==> config.mk <==
export PLATFORM = sky130hd
export DESIGN_NAME = async_fifo_read_block
export DESIGN_NICKNAME = d
export VERILOG_FILES = /design/src/rtl/async_fifo_pkg.sv /design/src/rtl/ptr_sync_2ff.sv /design/src/rtl/async_fifo_read_block.sv
export SDC_FILE = /design/constraint.sdc
export NUM_CORES = 1
export LEC_CHECK = 0
export CAP_MARGIN = 10
export CORE_MARGIN = 1.5
export CORE_UTILIZATION = 35
export CTS_BUF_LIST = sky130_fd_sc_hd__clkbuf_8
export DETAILED_ROUTE_END_ITERATION = 7
export GPL_TIMING_DRIVEN = 0
export PLACE_DENSITY = 0.74
export SLEW_MARGIN = 15
export SYNTH_ARGS = -nofsm -noshare
export SYNTH_HDL_FRONTEND = slang
export SYNTH_SLANG_ARGS = --single-unit
==> constraint.sdc <==
create_clock -name rclk -period 4.1 [get_ports rclk]
set_clock_uncertainty 0.15 [all_clocks]
set_input_delay 0.82 -clock rclk [delete_from_list [all_inputs] [get_ports rclk]]
set_output_delay 0.82 -clock rclk [all_outputs]
set_load 0.02 [all_outputs]
==> src/rtl/async_fifo_pkg.sv <==
// Shared constants and pointer-code helpers for the dual-clock FIFO.
// Contents:
//   ADDR_W        pointer width including the wrap bit
//   DEPTH         RAM depth, 2^(ADDR_W-1)
//   AE_THRESH_DFLT default almost-empty threshold (read side)
//   AF_THRESH     almost-full threshold (write side)
//   bin2gray / gray2bin  32-bit helpers; callers zero-extend narrower pointers,
//                        which is exact for both conversions.
package async_fifo_pkg;

  localparam int unsigned ADDR_W         = 6;
  localparam int unsigned DEPTH          = 1 << (ADDR_W - 1);
  localparam int unsigned AE_THRESH_DFLT = 4;
  localparam int unsigned AF_THRESH      = DEPTH - 4;

  function automatic logic [31:0] bin2gray(input logic [31:0] b);
    return b ^ (b >> 1);
  endfunction

  function automatic logic [31:0] gray2bin(input logic [31:0] g);
    logic [31:0] b;
    b[31] = g[31];
    for (int i = 30; i >= 0; i--) begin
      b[i] = b[i+1] ^ g[i];
    end
    return b;
  endfunction

endpackage

==> src/rtl/ptr_sync_2ff.sv <==
// Two-flop synchronizer for a Gray-coded pointer crossing clock domains.
// Ports:
//   clk_i  destination-domain clock
//   rst_i  synchronous active-high reset, clears both stages
//   d_i    pointer from the source domain
//   q_o    pointer after two destination-domain flops
module ptr_sync_2ff #(
  parameter int unsigned Width = 6
) (
  input  logic             clk_i,
  input  logic             rst_i,
  input  logic [Width-1:0] d_i,
  output logic [Width-1:0] q_o
);

  logic [Width-1:0] meta_q;
  logic [Width-1:0] sync_q;

  always_ff @(posedge clk_i) begin
    if (rst_i) begin
      meta_q <= '0;
      sync_q <= '0;
    end else begin
      meta_q <= d_i;
      sync_q <= meta_q;
    end
  end

  assign q_o = sync_q;

endmodule

==> src/rtl/async_fifo_read_block.sv <==
// Read-domain pointer and flag logic of the dual-clock FIFO.
// Optional feature: define ASYNC_FIFO_SYNC_IN_EN to pass the raw write Gray
// pointer rq2 through an internal two-flop synchronizer (empty-deassert
// latency 3 edges); otherwise rq2 is taken as already synchronized (1 edge).
// Ports:
//   rclk, rrst    read clock, synchronous active-high reset
//   r_en          read request from the consumer
//   rq2           write Gray pointer seen in the read domain
//   rgray, rptr   registered Gray / binary read pointer
//   rq2_bin       binary form of the (synchronized) write pointer
//   raddr         RAM read address
//   rcount        entries held, rq2_bin - rptr
//   r_empty       registered empty flag
//   almost_empty  entry count at or below AE_THRESH (always set while empty)
//   under_flow    read requested while empty
//   r_valid       RAM read data valid, one cycle after an accepted read
module async_fifo_read_block
  import async_fifo_pkg::*;
#(
  parameter int unsigned data      = 6,
  parameter int unsigned addr      = ADDR_W,
  parameter int unsigned AE_THRESH = AE_THRESH_DFLT
) (
  input  logic            rclk,
  input  logic            rrst,
  input  logic            r_en,
  input  logic [addr-1:0] rq2,
  output logic [addr-1:0] rgray,
  output logic [addr-1:0] rptr,
  output logic [addr-1:0] rq2_bin,
  output logic [addr-2:0] raddr,
  output logic [addr-1:0] rcount,
  output logic            r_empty,
  output logic            almost_empty,
  output logic            under_flow,
  output logic            r_valid
);

  // Word width is only carried for interface symmetry with the write side.
  typedef logic [data-1:0] data_word_t;

  localparam logic [addr-1:0] PtrOne  = 1;
  localparam logic [addr-2:0] AddrOne = 1;

  logic [addr-1:0] rptr_q, rptr_d;
  logic [addr-1:0] rgray_q, rgray_d;
  logic [addr-2:0] raddr_q, raddr_d;
  logic            r_empty_q, r_empty_d;
  logic            r_valid_q;
  logic [addr-1:0] rq2_s;
  logic            rd_ok;

`ifdef ASYNC_FIFO_SYNC_IN_EN
  ptr_sync_2ff #(
    .Width (addr)
  ) u_rq2_sync (
    .clk_i (rclk),
    .rst_i (rrst),
    .d_i   (rq2),
    .q_o   (rq2_s)
  );
`else
  assign rq2_s = rq2;
`endif

  always_comb begin
    rd_ok     = r_en && !r_empty_q;
    rptr_d    = rd_ok ? rptr_q + PtrOne : rptr_q;
    raddr_d   = rd_ok ? raddr_q + AddrOne : raddr_q;
    // Gray is computed from the next binary value so the registered Gray
    // pointer only ever changes one bit per edge.
    rgray_d   = addr'(bin2gray(32'(rptr_d)));
    // Full-width compare, wrap bit included: a full FIFO never looks empty.
    r_empty_d = (rgray_d == rq2_s);
  end

  always_ff @(posedge rclk) begin
    if (rrst) begin
      rptr_q    <= '0;
      rgray_q   <= '0;
      raddr_q   <= '0;
      r_empty_q <= 1'b1;
      r_valid_q <= 1'b0;
    end else begin
      rptr_q    <= rptr_d;
      rgray_q   <= rgray_d;
      raddr_q   <= raddr_d;
      r_empty_q <= r_empty_d;
      r_valid_q <= rd_ok;
    end
  end

  always_comb begin
    rq2_bin      = addr'(gray2bin(32'(rq2_s)));
    rcount       = rq2_bin - rptr_q;
    // OR with the registered flag keeps the flag set during the cycle where
    // rq2 has moved but r_empty has not yet caught up.
    almost_empty = r_empty_q || (32'(rcount) <= AE_THRESH);
    under_flow   = r_en && r_empty_q;
  end

  assign rptr    = rptr_q;
  assign rgray   = rgray_q;
  assign raddr   = raddr_q;
  assign r_empty = r_empty_q;
  assign r_valid = r_valid_q;

endmodule

; ---- After elaboration in Yosys (flattened, before gate mapping)
; Cells that the tools add are included.
[totals]
reg_bits = 19
output_inout_bits = 33
[op_classes]
reduce_logical = 4
bitwise_logic = 6
mux = 1
addsub = 3
n_lt_le_gt_ge = 1
n_eq_ne = 1
[ops]
columns = cell, n
row1 = $add A6 B1 Y6 const B, 1
row2 = $eq A6 B6 Y1, 1
row3 = $le A6 B3 Y1 const B, 1
row4 = $mux W6, 1
row5 = $sub A6 B6 Y6, 1
row6 = $xor A6 B5 Y6, 1
row7 = $add A5 B1 Y5 const B, 1
row8 = $xor A1 B1 Y1, 5
row9 = $logic_and A1 B1 Y1, 2
row10 = $logic_not A1 Y1, 1
row11 = $logic_or A1 B1 Y1, 1

; ---- Depth between registers and ports, before layout
[logic_depth]
word_depth = 8
depth_mapped = 13

; ---- Least setup slack after synthesis
; OpenSTA, ideal clock, no wires.
[synth_path]
path_kind = input port to output port
startpoint = input port rq2[5]
endpoint = output port almost_empty
required_ns = 3.130
setup_slack_ns = -0.981
arrival_time_ns = 4.111
n_path_buf = 0
cell_stages = 12
cell_sequence = xor2_1 > xnor2_1 > xor2_1 > xor2_1 > inv_1 > ha_1 > nor2b_1 > o21ai_0 > a21boi_0 > o211ai_1 > nand3_1 > o41ai_1
[synth_between]
elab_chain_cells = 8
[synth_lines]
columns = item, line
row1 = from (decl), async_fifo_read_block.sv:27  ; input logic [addr-1:0] rq2,
row2 = $xor A1 B1 Y1 * (4 in series), async_fifo_pkg.sv:24  ; b[i] = b[i+1] ^ g[i];
row3 = net rq2_bin[1], async_fifo_read_block.sv:30  ; output logic [addr-1:0] rq2_bin,
row4 = $xor A1 B1 Y1, async_fifo_pkg.sv:24
row5 = $sub A6 B6 Y6 *, async_fifo_read_block.sv:95  ; rcount = rq2_bin - rptr_q;
row6 = net rcount[5], async_fifo_read_block.sv:32  ; output logic [addr-1:0] rcount,
row7 = $le A6 B3 Y1 *, async_fifo_read_block.sv:98  ; almost_empty = r_empty_q || (32'(rcount) <= AE_THRESH);
row8 = $logic_or A1 B1 Y1 *, async_fifo_read_block.sv:98
row9 = to (decl), async_fifo_read_block.sv:34  ; output logic almost_empty,
; The timed path passes the listed nets; every way through them passes the cells marked *.

; ---- Worst setup path after layout
[layout_path]
startpoint = input port rq2[5]
endpoint = output port almost_empty
[layout_between]
elab_chain_cells = 8
[layout_lines]
columns = item, line
row1 = $xor A1 B1 Y1 (5 in series), async_fifo_pkg.sv:24
row2 = $sub A6 B6 Y6 *, async_fifo_read_block.sv:95
row3 = $le A6 B3 Y1 *, async_fifo_read_block.sv:98
row4 = $logic_or A1 B1 Y1 *, async_fifo_read_block.sv:98
; Every way passes the cells marked *; elsewhere a longest branch is shown, timed or not.

==> metrics.log <==
INFO  metric status = finished with violations
INFO  metric violations = negative setup slack
INFO  metric seq_total_area_yosys = 32.5%
INFO  metric period_needed = 4.38 ns
INFO  metric power.density = 345 nW/µm²
INFO  metric worstPathRequired = 3.13 ns
INFO  metric die-width = 59.3 µm
INFO  metric worst_skew_pair.late_latency = 0.25 ns
INFO  metric cts_tree = built
INFO  metric port_buffers = 40
INFO  metric start_util = 36.7%
INFO  metric slowest_stage = fa_2
INFO  metric synth_ff_type = dfxtp_1
INFO  metric number_of_enable_type_register_cells_in_the_synthesized_netlist = 0
INFO  metric reg2reg_setup_slack = 1.82 ns
INFO  metric number_of_clock_buffers_inserted_by_tritoncts = 3
INFO  metric leakage = 0.744 nW
INFO  metric grt.overflow.total = 0
INFO  metric crit_chain = buf_12 -> xor2_4 -> xnor2_2 -> xor2_2 -> xor2_1 -> xor2_1 -> ha_2 -> inv_2 -> fa_2 -> o21a_1 -> o41ai_4 -> buf_4
INFO  metric final-setup-viol-count = 3
INFO  metric cts_root_buffer = clkbuf_8
INFO  metric detailedPlace.worstSlack = -1.43 ns
INFO  metric syn-num-nets = 146
INFO  metric num_antenna_cells = 0
INFO  metric grt_max_degree = 11
INFO  metric route.vias.total = 1005
INFO  metric final.hold.worst_slack = 0.354 ns
INFO  metric ant_nets = 0
INFO  metric ys_warn_count = 0
INFO  metric clkSinkCount = 18
INFO  metric hpwlAfterDp = 1950 µm
INFO  metric worst-slew-pin-transition = 0.489 ns
INFO  metric slowest_delay = 0.45 ns
INFO  metric critical-path-top-cell-by-count = xor2_1
INFO  metric final_cell_count_no_fill = 227
INFO  metric postSynthRegisterBits = 18
INFO  metric grt_pass1_wl = 4100 µm
INFO  metric floorplan.core_area = 3030 µm²
INFO  metric drt_first_pass_iters = 4
INFO  metric cts.reportedPaths.clkPinSlew = 0.06 ns
INFO  metric commonest_cells_after_routing_fill_and_taps_aside = 30 x clkdlybuf4s50_1, 18 x nor2_1, 18 x dfxtp_1
INFO  metric grt_pass1_vias = 932
INFO  metric drt_iter0_markers = 30
INFO  metric htree_levels = 1
INFO  metric worst-endpoint-arrival = 3.41 ns
INFO  metric setup.worst_path.class = input pin to primary output
INFO  metric design.final.nets = 201
INFO  metric ir_drop = 178 µV
INFO  metric syn-instance-count = 129
INFO  metric synthToLayoutAreaGrowth = 61.2%
INFO  metric max_slew_margin = 67.2%
INFO  metric wl = 2640 µm
INFO  metric mappedNetlistArea = 1110 µm²
INFO  metric place.gp.congestion = 0.817
INFO  metric postCtsHoldBufs = 0
INFO  metric min_path_type = flip-flop to flip-flop
INFO  metric maxCapViolCount = 0
INFO  metric final.period_utilization = 107%
INFO  metric final_common_cell = clkdlybuf4s50_1
INFO  metric groute.usage.overall = 15.2%
INFO  metric critPathLaunchType = input pin
INFO  metric fin_total_pwr = 0.618 mW
INFO  metric report.final.slew_viol_count = 0
INFO  metric floorplan.io_pins = 42
INFO  metric average_wire_per_standard_cell = 11.6 µm
INFO  metric avgViaCountPerCell = 4.43
INFO  metric floorplan.die.height = 59.3 µm
INFO  metric cts_buffer_depth = 2
INFO  metric maxClockFrequency = 0.228 GHz
INFO  metric rsz0062_at_grt = yes
INFO  metric synth_cell_type_count = 30
INFO  metric avgSynthCellArea = 8.60 µm²
INFO  metric grt_antenna_before_repair = 0
INFO  metric place_inst = 213
INFO  metric synth-async-reset-ratio = 0%
INFO  metric layout_setup_ws = -0.285 ns
INFO  metric drive_gt1_share = 21.9%
INFO  metric hold_viol_final = 0
INFO  metric final_util = 59.1%
INFO  metric crit_path_max_fanout = 2
INFO  metric floorplan.die_area = 3520 µm²
INFO  metric cp-end-kind = primary output
INFO  metric remaining_drc_errors = 0
INFO  metric row_cnt = 20
[layout make-up]
type	instances	area, µm²
inverter	13	48.8
clock buffer	4	55.1
buffer	5	33.8
tap	44	55.1
fill	269	1240
sequential	18	360
timing repair buffer	50	465
multi-input combinational	93	771
[what timing repair did]
item	CTS	global route
gates resized for setup	44	8
endpoints found under the setup margin	7	6
setup buffers	9	1
endpoints found under the hold margin	0	0
pin swaps	15	0
[Yosys cell counts, types with 2 or more instances]
cell / n / area share [%]
and2_1: 2 / 1.1
xor2_1: 12 / 9.5
nor2_1: 18 / 6.1
xnor2_1: 17 / 13
nand2_1: 10 / 3.4
o21ai_0: 2 / 0.90
a21oi_1: 4 / 1.8
nand4_1: 4 / 2.3
inv_1: 13 / 4.4
dfxtp_1: 18 / 32
buf_4: 2 / 1.4
mux2i_1: 2 / 1.8
clkbuf_1: 2 / 0.68
ha_1: 7 / 7.9
[per-stage QoR]
step | area, µm² | TNS (ns)
2_1_floorplan | 1180 | -0.287
3_3_place_gp | 1630 | -6.58
3_5_place_dp | 1630 | -6.90
4_1_cts | 1780 | -0.459
5_1_grt | 1790 | -0.934
6_report | 1790 | -0.421
[power breakdown]
part	switching [mW]	internal, mW
clock network	0.0555	0.0853
logic	0.151	0.140
registers	0.00575	0.180
[metal layers]
metal / GRT usage, % / wire (µm) / vias up
li1: - / - / 517
met1: 19.1 / 1150 / 468
met2: 26.1 / 1380 / 20
met3: 3.93 / 103 / 0
met4: 2.92 / 0 / 0
met5: 0 / 0 / -
[flip-flops by register name, summed over array words and instances, names as in the netlist]
register and count:
rptr 6, rgray 5, r_valid 1, r_empty 1, raddr 5
[worst paths after layout]
kind / start / endpoint / depth (start not counted)
setup / recovery: rq2[5] / almost_empty / 12
setup reg to reg: rptr[0]$_SDFF_PP0_ / r_empty$_SDFF_PP1_ / 5
hold / removal: raddr[1]$_SDFFE_PP0P_ / raddr[1]$_SDFFE_PP0P_ / 2
hold reg to reg: raddr[1]$_SDFFE_PP0P_ / raddr[1]$_SDFFE_PP0P_ / 2
[critical path: cells and delay by family]
kind	cells	cell delay (ns)
AOI/OAI and AO/OA	2	0.57
xor gates and xnor gates	5	1.00
adders and majority gates	2	0.68
buffers and inverters	3	0.35
[kinds of logic after synthesis]
group | share of synthesized area (%)
buf+inv | 7.44
mux | 1.80
compound gates | 6.20
flops | 32.5
simple gates | 17.4
xor+xnor | 25.0
fa+ha+maj | 9.70
No activity file was read; power rests on OpenSTA's default activity.
==> RTL edit 1: new RTL, same flow settings <==
Add a define of `ASYNC_FIFO_SYNC_IN_EN`.
--- a/src/rtl/async_fifo_read_block.sv
+++ b/src/rtl/async_fifo_read_block.sv
@@ -15,4 +15,6 @@
 //   under_flow    read requested while empty
 //   r_valid       RAM read data valid, one cycle after an accepted read
+`define ASYNC_FIFO_SYNC_IN_EN
+
 module async_fifo_read_block
   import async_fifo_pkg::*;
Function: changed (a bounded check fails within 4 cycles, from zero or initial values and one cycle with rrst high).
==> RTL edit 1 against the unedited design <==
- the run still ends with negative setup slack left
- wire length grew 11%
- total power grew 32%
- cell count grew 14%
- synthesized area grew 33%
- combinational power shrank 12%
- cell area grew 19%
- clock power grew 71%
- worst setup slack gained 0.20 ns
- sequential cell count grew 12
- critical path type is now flop to output port
- largest cell class unchanged
- largest power group is now sequential cells
==> RTL edit 1: results (changes against the unedited design) <==
WL/cell -> 11.3 µm (-2.4%)
Fraction of area in registers -> 28.6% (+8.5 points)
Startpoint class of the critical path -> flop
Nets -> 224 (+11%)
Cts bufs inserted -> 5 (+2)
GR Util met3 -> 4.93% (+1.0 points)
Reg2Reg Setup Slack -> 1.91 ns (+0.09 ns)
Half-perimeter wire length after placement -> 2.15 mm (+10%)
Placer Congestion -> 0.842 (+3.0%)
Hold Crit Depth -> 1 (-1)
GRT met1 Usage -> 18.1% (-1.0 points)
Met2 usage -> 23.0% (-3.0 points)
Failing checks -> negative setup slack
Top Metal Used -> met4
Leading cell types by count after synthesis -> dfxtp_1 (30), nor2_1 (17), xnor2_1 (16)
CLK BUF -> 6 (+2)
Sequential fraction of the synthesis area -> 40.7% (+8.3 points)
Comb_multi_in -> 109 (+17%)
Setup violations, final -> 1 (-2)
Number of global-route vias before repair -> 1073 (+15%)
Synth Net Count -> 174 (+19%)
Hold endpoint -> u_rq2_sync.q_o[5]
Non-clk bufs -> 49 (-11%)
Max rail drop VDD -> 291 µV (+63%)
Metal1 wirelength -> 1.32 mm (+15%)
Ranking of synthesized cells by area -> dfxtp_1 (41%), xnor2_1 (9.5%), xor2_1 (7.1%)
Via/cell ratio -> 4.47 (+0.94%)
Slowest cell delay on critical path -> 0.37 ns (-0.08 ns)
Final worst slack -> -0.0852 ns (+0.199 ns)
Reg2Reg Depth -> 7 (+2)
Global Route Usage Sum -> 14.8% (-0.41 points)
Post-CTS Setup Bufs -> 2 (-7)
Area of the multi-input gates -> 863 µm² (+12%)
NonClk Buf Share -> 21.4% (-6.5 points)
CTS resizes -> 20 (-55%)
DR WL met3 -> 190 µm (+84%)
First-pass GRT wire length -> 4.86 mm (+19%)
Clk_lat worst skew -> 0.28 ns (+0.03 ns)
Outcome -> finished with violations
Hold WS -> 0.283 ns (-0.0707 ns)
## RTL edit 1: cell count changes in the layout (fill, tap and decap cells not counted), moves of 3 or more
cell,change
clkdlybuf4s50_1,+4
dfxtp_1,+10
buf_4,-7
clkbuf_2,-3
nor2b_1,+13
buf_6,-3
## RTL edit 1: per-stage QoR
step / worst slack, ns / area (µm²) / cells
3_3_place_gp: -0.455 / 1970 / 247
2_1_floorplan: 0.0161 / 1510 / 157
6_report: -0.0852 / 2120 / 258
5_1_grt: -0.272 / 2120 / 258
4_1_cts: -0.164 / 2090 / 257
3_5_place_dp: -0.489 / 1970 / 247
## RTL edit 1: where the power goes
part	leakage (nW)	switching (mW)	internal (mW)	total [mW]
clock network	0.0524	0.108	0.133	0.241
logic	0.575	0.133	0.124	0.257
registers	0.247	0.0126	0.304	0.317
total	0.874	0.254	0.560	0.814
## RTL edit 1: cells by family after synthesis
family	synth area share (%)
xor+xnor	20.1
flops	40.7
simple gates	19.0
fa+ha+maj	7.30
mux	2.12
buf+inv	5.35
compound gates	5.35
==> RTL edit 2: new RTL, same settings <==
Made on the original files. Take the reset off `raddr_q` and load it in a clocked block of its own.
--- a/src/rtl/async_fifo_read_block.sv
+++ b/src/rtl/async_fifo_read_block.sv
@@ -79,5 +79,4 @@
       rptr_q    <= '0;
       rgray_q   <= '0;
-      raddr_q   <= '0;
       r_empty_q <= 1'b1;
       r_valid_q <= 1'b0;
@@ -85,8 +84,11 @@
       rptr_q    <= rptr_d;
       rgray_q   <= rgray_d;
-      raddr_q   <= raddr_d;
       r_empty_q <= r_empty_d;
       r_valid_q <= rd_ok;
     end
+  end
+
+  always_ff @(posedge rclk) begin
+    raddr_q <= raddr_d;
   end
 
Behaviour: not the same (Yosys sat finds a counterexample within 4 cycles, from zero or initial values and one cycle with rrst high).
==> RTL edit 2 against the unedited design <==
- sequential cell count did not move
- total power is 1.8% higher
- worst setup slack got worse by 0.16 ns
- the run still ends with negative setup slack left
- wire length is 5.2% higher
- synthesized area rose by 11%
- highest routed layer is now met4
- cell area increased by 6.1%
==> RTL edit 2: results (changes against the unedited design) <==
Overall power -> 0.629 mW (+1.8%)
Placed insts -> 208 (-2.3%)
Port bufs -> 41 (+2.5%)
Global Route Usage Sum -> 14.5% (-0.62 points)
Clock transition at the registers of the reported paths -> 0.06 ns (about the same)
Initial DRC Count -> 19 (-37%)
EDFF count, synth -> 5 (+5)
Failing checks -> negative setup slack
Crit-path max FO -> 3 (+1)
GR Util met3 -> 1.45% (-2.5 points)
Fraction of synthesized cell area in xor and xnor cells -> 25.9% (+0.86 points)
Reg2Reg Setup Slack -> 1.95 ns (+0.13 ns)
Cts bufs inserted -> 3 (unchanged)
Setup tns final -> -1.08 ns (-0.657 ns)
CP arrival -> 3.58 ns (+0.17 ns)
Yosys warns -> 0 (unchanged)
Initial antenna violation count -> 0 (unchanged)
Cell leakage power -> 0.797 nW (+7.1%)
Setup violations, final -> 3 (unchanged)
Hold WS -> 0.442 ns (+0.0878 ns)
Synth unique cells -> 35 (+17%)
Adder-cell share of the synthesized area -> 8.73% (-0.96 points)
CTS root buffer -> clkbuf_8
CTS max path bufs -> 2 (unchanged)
Reg-to-Reg Start -> rptr[0]
GRT met1 Usage -> 18.1% (-1.0 points)
Worst hold start -> raddr[4]
Hold endpoint -> raddr[4]
WL/cell -> 12.5 µm (+7.5%)
First-pass GRT wire length -> 4.55 mm (+11%)
Reg2Reg Depth -> 6 (+1)
Largest net degree at the start of global routing -> 15 (+4)
Syn_area_per_cell -> 10.2 µm² (+18%)
Post-DP Area -> 1750 µm² (+7.4%)
Synth Net Count -> 138 (-5.5%)
Main flop type after synthesis -> dfxtp_1
Ranking of synthesized cells by area -> dfxtp_1 (21%), edfxtp_1 (12%), xnor2_1 (9.2%)
Nets -> 194 (-3.5%)
Final worst slack -> -0.446 ns (-0.161 ns)
P_int -> 0.407 mW (+0.31%)
Sequential fraction of the synthesis area -> 33.3% (+0.83 points)
Place WS -> -1.38 ns (+0.0425 ns)
Pre-antenna DRT Iters -> 2 (-2)
Met2 usage -> 25.0% (-1.1 points)
Synth Area in Compound Gates -> 5.89% (-0.31 points)
Half-perimeter wire length after placement -> 2.08 mm (+6.8%)
Layout cells sized above 1 -> 30.1% (+8.3 points)
Placer Congestion -> 0.692 (-15%)
Leading cell types by count after synthesis -> nor2_1 (14), dfxtp_1 (13), inv_1 (13), xnor2_1 (13), xor2_1 (11)
Mux share of post-synthesis cell area -> 3.25% (+1.4 points)
Reg2reg end -> r_empty
Least-Margin Pin Slew -> 0.465 ns (-0.0238 ns)
Outcome -> finished with violations
Routed WL -> 2.78 mm (+5.2%)
Hold Crit Depth -> 1 (-1)
Antenna cells -> 0 (unchanged)
Max rail drop VDD -> 197 µV (+10%)
RTL edit 2: cell types whose count changed after synthesis, moves of 3 or more:
cell,delta
edfxtp_1,+5
xnor2_1,-4
dfxtp_1,-5
nand3_1,+3
nand4_1,-4
nand2_1,-5
nor2_1,-4
xnor2_2,+4
RTL edit 2: worst max-delay path, stage by stage:
cell,delay (ns)
buf_8,0.11
xor2_4,0.18
xnor2_2,0.26
xor2_2,0.26
xor2_2,0.20
xor2_1,0.23
ha_2,0.23
buf_4,0.10
nor2b_1,0.05
o21ai_2,0.16
a21boi_2,0.10
o211ai_1,0.25
nand3_2,0.14
o41ai_4,0.32
buf_4,0.18
RTL edit 2: cell type report:
class | count | area (µm²)
fillers | 320 | 1470
multi-input cells | 86 | 823
repair buffers | 51 | 479
flip-flops and latches | 18 | 410
well taps | 46 | 57.6
inverters | 13 | 48.8
clock buffers | 3 | 41.3
plain buffers | 4 | 33.8
clock inverters | 1 | 3.75
RTL edit 2: layer usage:
metal  share of wire, %  routed length [µm]
met5                  0                   0
met4                1.7                  47
met3                4.5                 124
met2                 49                1370
met1                 45                1240
RTL edit 2: timing repair:
| action | CTS | global route |
|---|---|---|
| cloned | 0 | 0 |
| gates resized for setup | 45 | 9 |
| setup endpoints to repair | 7 | 7 |
| setup buffers | 6 | 4 |
| pin swaps | 12 | 7 |
RTL edit 2: power groups by stage:
| stage | Sequential, mW | Clock (mW) | Combinational (mW) |
|---|---|---|---|
| 2_1_floorplan | 0.208 | 0 | 0.160 |
| 3_3_place_gp | 0.201 | 0 | 0.269 |
| 3_5_place_dp | 0.201 | 0 | 0.272 |
| 4_1_cts | 0.198 | 0.124 | 0.288 |
| 5_1_grt | 0.199 | 0.129 | 0.334 |
| 6_report | 0.197 | 0.121 | 0.311 |
